===== src/rtl/da_fir_core.sv =====
// Bit-serial distributed-arithmetic FIR engine: delay line, LSB-first ROM slice addressing, shift-add accumulate.
// Optional DA_FIR_CLR_EN adds a synchronous delay-line flush input (clr), honoured only in IDLE.
module da_fir_core #(
  parameter  int unsigned N_TAPS = 5,
  parameter  int unsigned DATA_W = 16,
  parameter  int unsigned ROM_W  = 18,
  localparam int unsigned ACC_W  = DATA_W + ROM_W + 1
) (
  input  logic              clk,
  input  logic              rst_n,
`ifdef DA_FIR_CLR_EN
  input  logic              clr,
`endif
  input  logic              din_valid,
  output logic              din_ready,
  input  logic [DATA_W-1:0] din,
  output logic [N_TAPS-1:0] rom_addr,
  input  logic [ROM_W-1:0]  rom_data,
  output logic              dout_valid,
  output logic [ACC_W-1:0]  dout
);

  localparam int unsigned CNT_W = $clog2(DATA_W);

  typedef enum logic {IDLE = 1'b0, CALC = 1'b1} state_e;

  state_e                   state_q, state_d;
  logic [DATA_W-1:0]        taps_q [N_TAPS];
  logic [DATA_W-1:0]        taps_d [N_TAPS];
  logic [CNT_W-1:0]         cnt_q, cnt_d;
  logic signed [ACC_W-1:0]  acc_q, acc_d;
  logic signed [ACC_W-1:0]  dout_q, dout_d;
  logic                     dout_valid_q, dout_valid_d;
  logic [N_TAPS-1:0]        rom_addr_q, rom_addr_d;
  logic signed [ACC_W-1:0]  term;
  logic                     clr_c;
  logic                     accept_c;
  logic                     last_c;

`ifdef DA_FIR_CLR_EN
  assign clr_c = clr;
`else
  assign clr_c = 1'b0;
`endif

  // A flush request in IDLE blocks the handshake for that cycle.
  assign din_ready = (state_q == IDLE) && !clr_c;
  assign accept_c  = din_valid && din_ready;
  assign last_c    = (cnt_q == CNT_W'(DATA_W - 1));

  assign rom_addr   = rom_addr_q;
  assign dout       = dout_q;
  assign dout_valid = dout_valid_q;

  always_comb begin
    state_d      = state_q;
    taps_d       = taps_q;
    cnt_d        = cnt_q;
    acc_d        = acc_q;
    dout_d       = dout_q;
    dout_valid_d = 1'b0;
    rom_addr_d   = '0;
    term         = ACC_W'($signed(rom_data)) <<< cnt_q;

    case (state_q)
      IDLE: begin
        if (clr_c) begin
          for (int unsigned i = 0; i < N_TAPS; i++) taps_d[i] = '0;
        end else if (accept_c) begin
          taps_d[0] = din;
          for (int unsigned i = 1; i < N_TAPS; i++) taps_d[i] = taps_q[i-1];
          acc_d   = '0;
          cnt_d   = '0;
          state_d = CALC;
        end
      end
      CALC: begin
        // The sign-bit slice carries negative weight.
        if (last_c) begin
          acc_d        = acc_q - term;
          dout_d       = acc_d;
          dout_valid_d = 1'b1;
          cnt_d        = '0;
          state_d      = IDLE;
        end else begin
          acc_d = acc_q + term;
          cnt_d = cnt_q + CNT_W'(1);
        end
      end
      default: state_d = IDLE;
    endcase

    // Present the slice for the bit position that the next cycle consumes.
    for (int unsigned i = 0; i < N_TAPS; i++) begin
      rom_addr_d[i] = (state_d == CALC) ? taps_d[i][cnt_d] : 1'b0;
    end
  end

  always_ff @(posedge clk or negedge rst_n) begin
    if (!rst_n) begin
      state_q      <= IDLE;
      for (int unsigned i = 0; i < N_TAPS; i++) taps_q[i] <= '0;
      cnt_q        <= '0;
      acc_q        <= '0;
      dout_q       <= '0;
      dout_valid_q <= 1'b0;
      rom_addr_q   <= '0;
    end else begin
      state_q      <= state_d;
      taps_q       <= taps_d;
      cnt_q        <= cnt_d;
      acc_q        <= acc_d;
      dout_q       <= dout_d;
      dout_valid_q <= dout_valid_d;
      rom_addr_q   <= rom_addr_d;
    end
  end

endmodule


===== config.mk =====
export PLATFORM = sky130hd
export DESIGN_NAME = da_fir_core
export DESIGN_NICKNAME = d
export VERILOG_FILES = /design/src/rtl/da_fir_core.sv
export SDC_FILE = /design/constraint.sdc
export NUM_CORES = 1
export LEC_CHECK = 0
export ABC_AREA = 1
export CORE_ASPECT_RATIO = 1.4
export CORE_MARGIN = 2
export CORE_UTILIZATION = 29
export CTS_CLUSTER_DIAMETER = 200
export DETAILED_ROUTE_END_ITERATION = 7
export PLACE_DENSITY = 0.54
export SLEW_MARGIN = 30
export SYNTH_ARGS = -nofsm -noshare
export SYNTH_HDL_FRONTEND = slang
export SYNTH_SLANG_ARGS = --single-unit

===== constraint.sdc =====
create_clock -name clk -period 3 [get_ports clk]
set_input_delay 0.3 -clock clk [delete_from_list [all_inputs] [get_ports clk]]
set_output_delay 0.3 -clock clk [all_outputs]
set_load 0.005 [all_outputs]

Word level (Yosys, flattened, before mapping)
Cells that the tools add are included.

operators by class
  add/sub/neg operators = 3
  magnitude comparators = 1
  equal/unequal tests = 2
  shift operators = 1
  multiplexer cells = 28
  bitwise logic cells = 1
  reduce and logical (&&, ||, !) cells = 2

operators by type and width
  operator                                                    count
  two-way mux 80 bit                                          2
  two-way mux 35 bit                                          2
  case mux 35 bit (2 select lines)                            1
  adder 35 bit                                                1
  <<< shifter 18 x 4 -> 35 bit                                1
  subtractor 35 bit                                           1
  binary-select mux 1 bit (select 4 bit)                      5
  two-way mux 1 bit                                           14
  two-way mux 4 bit                                           2
  case mux 4 bit (2 select lines)                             1
  less-than comparator 4 x 5 -> 1 bit, second input constant  1
  adder 4 x 1 -> 4 bit, second input constant                 1
  equality test 4 bit, second input constant                  1
  inequality test 2 x 1 -> 1 bit, second input constant       1
  case mux 1 bit (2 select lines)                             1
  AND reduction 2 bit                                         1
  logical AND 1 bit                                           1
  inverter 1 bit                                              1

storage, ports and cells
  register bits after elaboration = 161
  input port bits = 37
  output and inout port bits = 42
  logic and storage cells = 49

Logic depth before layout (Yosys ltp)
Gate-level depths: netlist of run 1.

  word-level depth = 7
  mapped depth = 27
  depth with buffers taken out = 26

Worst setup path after synthesis of run 1
No wires, ideal clock.

  path type = reg2reg
  start point = register cnt_q[0]
  end point = register acc_q[34]
  data arrival time = 2.773 ns
  data required time = 2.884 ns
  path slack = 0.111 ns
  cell stages (with the launch flop) = 24
  buffers on the path = 2
  clock period less this slack = 2.889 ns
  cell sequence = dfrtp_1 -> buf_4 -> buf_4 -> nand2_1 -> nand2_1 -> inv_1 -> nand2_1 -> o21ai_0 -> o21ai_0 -> nand2_1 -> and2_1 -> ha_1 -> inv_1 -> nand2_1 -> nor2_1 -> inv_1 -> nor2_1 -> nand3b_1 -> nand3_1 -> nand2_1 -> nand3_1 -> nand3_1 -> nand2_1 -> nand2_1

between the ends
  cells in the longest elaborated chain, start to end = 4

RTL lines
  item                                                      RTL line  RTL
  start: declaration                                        30        logic [CNT_W-1:0] cnt_q, cnt_d;
  start signal: assignment                                  111       cnt_q <= cnt_d;
  <<< shifter 18 x 4 -> 35 bit                              63        term = ACC_W'($signed(rom_data)) <<< cnt_q;
  adder 35 bit / subtractor 35 bit (equally long branches)  86, 80
  two-way mux 35 bit (*)                                    79        if (last_c) begin
  case mux 35 bit (2 select lines) (*)                      65        case (state_q)
  end signal: assignment                                    104       acc_q <= '0;
  end signal: assignment                                    112       acc_q <= acc_d;
  end: declaration                                          31        logic signed [ACC_W-1:0] acc_q, acc_d;

Every way passes the cells marked *; elsewhere a longest branch is shown, timed or not.
A chain may end at the register's enable or synchronous reset.

Worst setup path after layout of run 1
  start point = register cnt_q[0]
  end point = register dout_q[33], in the netlist dout[33]

between the ends
  cells in the longest elaborated chain, start to end = 2

RTL lines
  item                                                                        RTL line  RTL
  <<< shifter 18 x 4 -> 35 bit / equality test 4 bit (equally long branches)  63, 49
  subtractor 35 bit / AND reduction 2 bit (equally long branches)             n/a
  end signal: assignment                                                      113       dout_q <= dout_d;
  end: declaration                                                            32        logic signed [ACC_W-1:0] dout_q, dout_d;

Parallel ways exist; a longest one is shown, timed or not.

==> impl_metrics.py, run 1 <==
metrics = {
    "outcome": {
        "status": "complete, but fails checks",
        "violations": "negative setup slack",
    },
    "clock_tree": {
        "clock_path_buffers": 2,
        "numCtsBuffers": 17,
        "cts.sinks": 161,
        "cts_tree": "done",
        "clk_pin_slew_ns": 0.08,
        "clock_latency_ns": 0.47,
        "root_buffer": "clkbuf_16",
        "htreeDepth": 4,
    },
    "global_route": {
        "grt_use_total": 0.2359,
        "grt_max_degree": 81,
        "grt_pass1_vias": 14630,
        "grt_overflow": 0,
        "grt_pass1_wl_mm": 81.85,
        "antenna_found_initial": 0,
    },
    "synthesis": {
        "synth_top_flop_cell": "dfrtp_1",
        "synth_top_cell_area_share": 0.3225,
        "synthTopCellsByCount": "nand2_1 (629), nand3_1 (214), inv_1 (174)",
        "synth.area.top_cells": "dfrtp_1 (32%), nand2_1 (19%), nand3_1 (8.6%)",
        "syn_area_per_cell_um2": 6.726,
        "synth.distinct_cells": 45,
        "ys_ff_latch": 161,
        "synth_area_mm2": 0.01249,
        "yosysTopAreaCell": "dfrtp_1",
        "yosysMostFrequentCell": "nand2_1",
        "synth_warnings": 0,
        "async_flop_share": 1.000,
        "synth_edf_count": 0,
        "synth_cells": 1857,
        "yosysSeqAreaShare": 0.3225,
        "syn_nets": 1967,
    },
    "setup_path": {
        "cp-start-kind": "flop",
        "cp.required_ns": 3.35,
        "path_class": "reg2reg",
        "regToRegSetupSlack_ns": -0.21,
        "slowest_delay_ns": 0.47,
        "rr_startpoint": "cnt_q[0]",
        "crit_path_max_fanout": 6,
        "cp-endpoint": "dout[33]",
        "cp.depth": 20,
        "startpoint": "cnt_q[0]",
        "worstPathCellList": "buf_4, o21ai_2, o21ai_2, buf_4, o21ai_4, buf_6, nand2_4, o21a_4, ha_4, nand2_4, nor2_4, nand2_2, inv_2, nand4_1, nand3_4, nand2_2, nand2_1, nand2_1, nand3_2, nand2_1",
        "critical_path.slowest_cell": "dfrtp_2",
        "cp_top_family": "simple AND/OR/NAND/NOR gates",
        "endpoint_kind": "flop",
        "cp.arrival_ns": 3.56,
        "r2r-end": "dout[33]",
        "r2r.worst_path.cells": 20,
        "crit_top_cell": "nand2_1",
        "critical_path_buf_inv_count": 4,
    },
    "cells_and_area": {
        "antenna_cells": 0,
        "drive_above_1_share": 0.4492,
        "area_growth_pct": 64.54,
        "fillers": 4179,
        "layout.nets": 2412,
    },
    "sta": {
        "worst_pin_slew_ns": 0.8537,
        "setup_violations": 38,
        "hold_violations": 0,
        "post-route-min-period_ns": 3.212,
        "grt_setup_unrepaired": "yes",
        "fmax_mhz": 311.3,
        "setup_slack_ns": -0.2123,
        "slew_headroom": 0.4309,
        "finalMaxSlewViolations": 0,
        "period_share": 1.071,
        "final.setup_skew_ns": 0.01625,
    },
    "drt": {
        "postRouteAntennaNets": 0,
        "via_per_inst": 5.013,
        "firstDrtPassIters": 5,
        "drc": 0,
        "avgRoutedWirePerCell_um": 18.86,
        "drt_iter0_drc": 701,
        "route.vias.total": 14370,
        "wirelength_mm": 54.08,
    },
    "floorplan": {
        "fp.dieW_um": 179.4,
        "core-area_mm2": 0.04279,
        "chipHeight_um": 249.6,
        "pin_count": 79,
        "rows": 90,
        "die_area_mm2": 0.04477,
        "start_util": 0.2919,
    },
    "worst_hold_path": {
        "hold_class": "in2reg",
    },
    "job": {
        "maxCapViolations": 0,
    },
    "placed_design": {
        "portBuffers": 78,
        "pre_cts_ws_ns": -1.016,
        "gp_congestion": 0.9434,
        "place_hpwl_mm": 40.89,
    },
}
==> registers in the layout, summed over array words and instances (netlist names) <==
signal      cells
rom_addr        5
taps_q         80
state_q         1
dout           35
cnt_q           4
dout_valid      1
acc_q          35
==> per-layer routing <==
metal	GRT usage	part of all wire
met2	0.4321	0.52
met1	0.2711	0.40
met4	0.1131	0.053
met5	0	0
met3	0.02700	0.035
==> worst min-delay path, stage by stage <==
cell             delay [ns]
clkdlybuf4s50_1        0.39
nand3_1                0.08
nand2_1                0.06
==> logic make-up (layout without fill, tap and decap cells) <==
logic type,Yosys count,in the layout,share of synthesized area
multiplexers,50,50,0.04798
flip-flops,161,161,0.3225
adder cells (fa/ha/maj),73,73,0.07433
AO/OA/AOI/OAI,269,269,0.1158
XOR/XNOR,18,18,0.01262
AND/OR/NAND/NOR,1033,1033,0.3407
buffers and inverters,253,711,0.08605
==> cell usage in the layout (no fill, tap or decap), types with 44 or more instances in the layout <==
master	netlist	final
nand3_2	1	47
buf_4	8	364
nand3_1	214	152
nor2_1	145	63
nor2_4	1	44
dfrtp_1	161	160
clkdlybuf4s50_1	0	77
nand2_1	629	484
buf_6	7	45
inv_1	174	136
nand2_2	0	106
==> per-stage QoR <==
| step | util | area, um^2 | hold WS (ns) | std cells | TNS (ns) |
|---|---|---|---|---|---|
| floorplan | - | 12490 | 0.004409 | 1857 | 0 |
| CTS | 0.4485 | 19190 | 0.3918 | 2834 | -3.018 |
| finish | 0.4803 | 20550 | 0.4095 | 2867 | -4.202 |
| global route | 0.4803 | 20550 | 0.4102 | 2867 | -12.57 |
| global placement | 0.3812 | 16310 | 0.4277 | 2767 | -43.90 |
| detailed placement | 0.3812 | 16310 | 0.4426 | 2767 | -44.39 |
==> final cells by class <==
| class | instances | area (um^2) | area share |
|---|---|---|---|
| multi-input combinational | 1443 | 10310 | 0.5018 |
| timing repair buffer | 496 | 4200 | 0.2044 |
| sequential | 161 | 4030 | 0.1961 |
| inverter | 182 | 710.7 | 0.03458 |
| tap | 552 | 690.7 | 0.03361 |
| clock buffer | 18 | 439.2 | 0.02137 |
| clock inverter | 14 | 160.2 | 0.007793 |
| timing repair inverter | 1 | 7.507 | 0.0003653 |
==> how the worst min path moves through the flow <==
stage,startpoint,end,cells past startpoint
global placement,rst_n,dout[14],1
floorplan,rst_n,acc_q[0],0
CTS,din[6],taps_q[70],3
global route,din[6],taps_q[70],3
finish,din[6],taps_q[70],3
detailed placement,rst_n,dout[14],1
==> timing repair <==
action / CTS / global route
cloned: 2 / 0
endpoints found under the setup margin: 62 / 60
hold buffers: 1 / 0
resized for setup: 571 / 289
buffers inserted: 34 / 34
hold endpoints to repair: 76 / 0
pin swaps: 98 / 127
Power of run 1 is left out: the tool's default activity adds up to more than one toggle a clock period on the data nets, which glitch-free logic cannot reach.
==> run 2, diff against run 1 <==
- CTS_CLUSTER_SIZE: not set -> 10
==> results of run 2 <==
The final DEF is identical to that of run 1; final timing and power are the same.
Power of run 2 is left out for the same reason.
==> run 3, diff against run 2 <==
- GPL_TIMING_DRIVEN: not set -> 0
- PLACE_DENSITY: 0.54 -> 0.52
==> run 3 against run 2 <==
  * The run still ends with negative setup slack left
  * Register-to-register slack worse by 0.02 ns
  * First-iteration DRC count is 7.0% higher
  * Non-clock buffer count fell by 266
  * Count of clock-buffer cells in the layout fell by 1
  * Worst setup slack got worse by 0.018 ns
  * Highest routed layer unchanged
==> impl_metrics.py, run 3 (same netlist as run 1, synthesis figures left out) <==
metrics = {
    "global_route": {
        "grt_pass1_vias": 13490,
        "grt_max_degree": 79,
        "grt_overflow": 0,
        "antenna_found_initial": 0,
        "grt_use_total": 0.2315,
        "grt_pass1_wl_mm": 78.79,
    },
    "floorplan": {
        "pin_count": 79,
        "start_util": 0.2919,
        "fp.dieW_um": 179.4,
        "rows": 90,
        "chipHeight_um": 249.6,
        "core-area_mm2": 0.04279,
        "die_area_mm2": 0.04477,
    },
    "sta": {
        "period_share": 1.077,
        "setup_violations": 41,
        "slew_headroom": 0.3663,
        "finalMaxSlewViolations": 0,
        "post-route-min-period_ns": 3.231,
        "setup_slack_ns": -0.2307,
        "final.setup_skew_ns": 0.01812,
        "grt_setup_unrepaired": "yes",
        "hold_violations": 0,
        "fmax_mhz": 309.5,
        "worst_pin_slew_ns": 0.9505,
    },
    "setup_path": {
        "crit_top_cell": "nor2_4",
        "worstPathCellList": "buf_6, buf_6, nand2_4, nand2_4, nor2_4, a31oi_4, nand2_2, o21ai_4, nand2_1, o21a_4, ha_4, buf_6, nor2_4, inv_2, nor2_4, inv_4, nor2_4, nand3b_1, nand3_4, a21oi_2, o21ai_1, nand3_1",
        "regToRegSetupSlack_ns": -0.23,
        "cp_top_family": "simple AND/OR/NAND/NOR gates",
        "critical_path_buf_inv_count": 5,
        "cp.required_ns": 3.34,
        "r2r.worst_path.cells": 22,
        "r2r-end": "acc_q[18]",
        "crit_path_max_fanout": 6,
        "cp-start-kind": "flop",
        "path_class": "reg2reg",
        "critical_path.slowest_cell": "dfrtp_2",
        "cp.arrival_ns": 3.57,
        "rr_startpoint": "cnt_q[0]",
        "slowest_delay_ns": 0.46,
        "endpoint_kind": "flop",
    },
    "drt": {
        "route.vias.total": 13370,
        "via_per_inst": 5.139,
        "avgRoutedWirePerCell_um": 20.41,
        "met3_length_mm": 1.953,
        "drc": 0,
        "postRouteAntennaNets": 0,
        "firstDrtPassIters": 7,
        "wl_met2_mm": 26.94,
        "drt_iter0_drc": 750,
        "wirelength_mm": 53.08,
        "met1_length_mm": 20.57,
        "top_layer_used": "met4",
    },
    "clock_tree": {
        "clock_latency_ns": 0.47,
        "cts_tree": "done",
        "clock_path_buffers": 2,
        "root_buffer": "clkbuf_16",
        "htreeDepth": 4,
        "cts.sinks": 161,
        "clk_pin_slew_ns": 0.07,
        "numCtsBuffers": 17,
    },
    "cells_and_area": {
        "area_growth_pct": 43.85,
        "largest_register": "taps_q",
        "antenna_cells": 0,
        "layout_common_cells": "nand2_1 (522), nand3_1 (169), dfrtp_1 (158)",
        "fillers": 4409,
        "largest_reg_flops": 80,
        "drive_above_1_share": 0.3411,
        "layout.nets": 2146,
        "final_common_cell": "nand2_1",
    },
    "placed_design": {
        "gp_congestion": 0.9974,
        "portBuffers": 78,
        "pre_cts_ws_ns": -1.314,
        "place_hpwl_mm": 40.56,
    },
    "outcome": {
        "violations": "negative setup slack",
        "status": "complete, but fails checks",
    },
    "worst_hold_path": {
        "hold_class": "in2async",
    },
    "job": {
        "maxCapViolations": 0,
    },
}
==> run 3: cell types whose count changed in the layout (fill, tap and decap cells not counted), sizes merged <==
cell / before / now
buf: 418 / 135
clkbuf: 18 / 34
clkinvlp: 3 / 6
inv: 188 / 185
bufinv: 1 / 2
clkdlybuf4s50: 77 / 76
dlygate4sd2: 0 / 1
==> run 3: worst max path at each step <==
| stage | startpoint | to | slack, ns | cells after the start |
|---|---|---|---|---|
| 3_3_place_gp | rst_n | taps_q[65] | -5.78 | 1 |
| 6_report | cnt_q[0] | acc_q[18] | -0.23 | 22 |
| 4_1_cts | cnt_q[0] | acc_q[34] | -0.16 | 22 |
| 2_1_floorplan | cnt_q[0] | acc_q[34] | 0.11 | 23 |
| 3_5_place_dp | rom_data[17] | acc_q[33] | -1.31 | 19 |
| 5_1_grt | cnt_q[0] | acc_q[34] | -0.36 | 22 |
==> run 3: area by class of cell <==
cell class / instances / area, um^2 / area share
Multi-Input combinational cell: 1443 / 9842 / 0.5477
Sequential cell: 161 / 4033 / 0.2244
Timing Repair Buffer: 163 / 1539 / 0.08565
Inverter: 182 / 715.7 / 0.03983
Tap cell: 552 / 690.7 / 0.03844
Buffer: 67 / 505.5 / 0.02813
Clock buffer: 17 / 425.4 / 0.02368
Clock inverter: 15 / 210.2 / 0.01170
Timing Repair inverter: 1 / 7.507 / 0.0004178
==> run 3: through the flow <==
step                cell area (um^2)  utilization  setup TNS (ns)  instances  hold WS, ns
floorplan                      12490            -               0       1857     0.004409
global placement               13960       0.3263         -977.91       2487       0.4563
detailed placement             14020       0.3277          -53.47       2489       0.2223
CTS                            16560       0.3869          -3.364       2568       0.3318
global route                   17970       0.4199          -11.58       2601       0.3550
finish                         17970       0.4199          -4.192       2601       0.3374
==> run 3: repair_timing <==
action,4_1_cts,5_1_grt
gates resized for setup,490,283
setup buffers,45,32
endpoints found under the hold margin,39,0
hold buffers,1,0
cloned,4,2
pin swaps,72,99
endpoints found under the setup margin,65,57
==> run 3: routing by layer <==
metal | vias up | GRT usage
met4 | 0 | 0.1398
met5 | - | 0
li1 | 6410 | -
met2 | 382 | 0.4177
met1 | 6433 | 0.2598
met3 | 142 | 0.02700
==> run 3: worst reg2reg max path, stage by stage, from the launching register on <==
cell      delay, ns
dfrtp_2        0.46
buf_6          0.16
buf_6          0.12
nand2_4        0.05
nand2_4        0.08
nor2_4         0.04
a31oi_4        0.18
nand2_2        0.09
o21ai_4        0.08
nand2_1        0.09
o21a_4         0.16
ha_4           0.26
buf_6          0.13
nor2_4         0.13
inv_2          0.07
nor2_4         0.15
inv_4          0.08
nor2_4         0.11
nand3b_1       0.13
nand3_4        0.19
a21oi_2        0.08
o21ai_1        0.18
nand3_1        0.10
Power of run 3 is left out for the same reason.
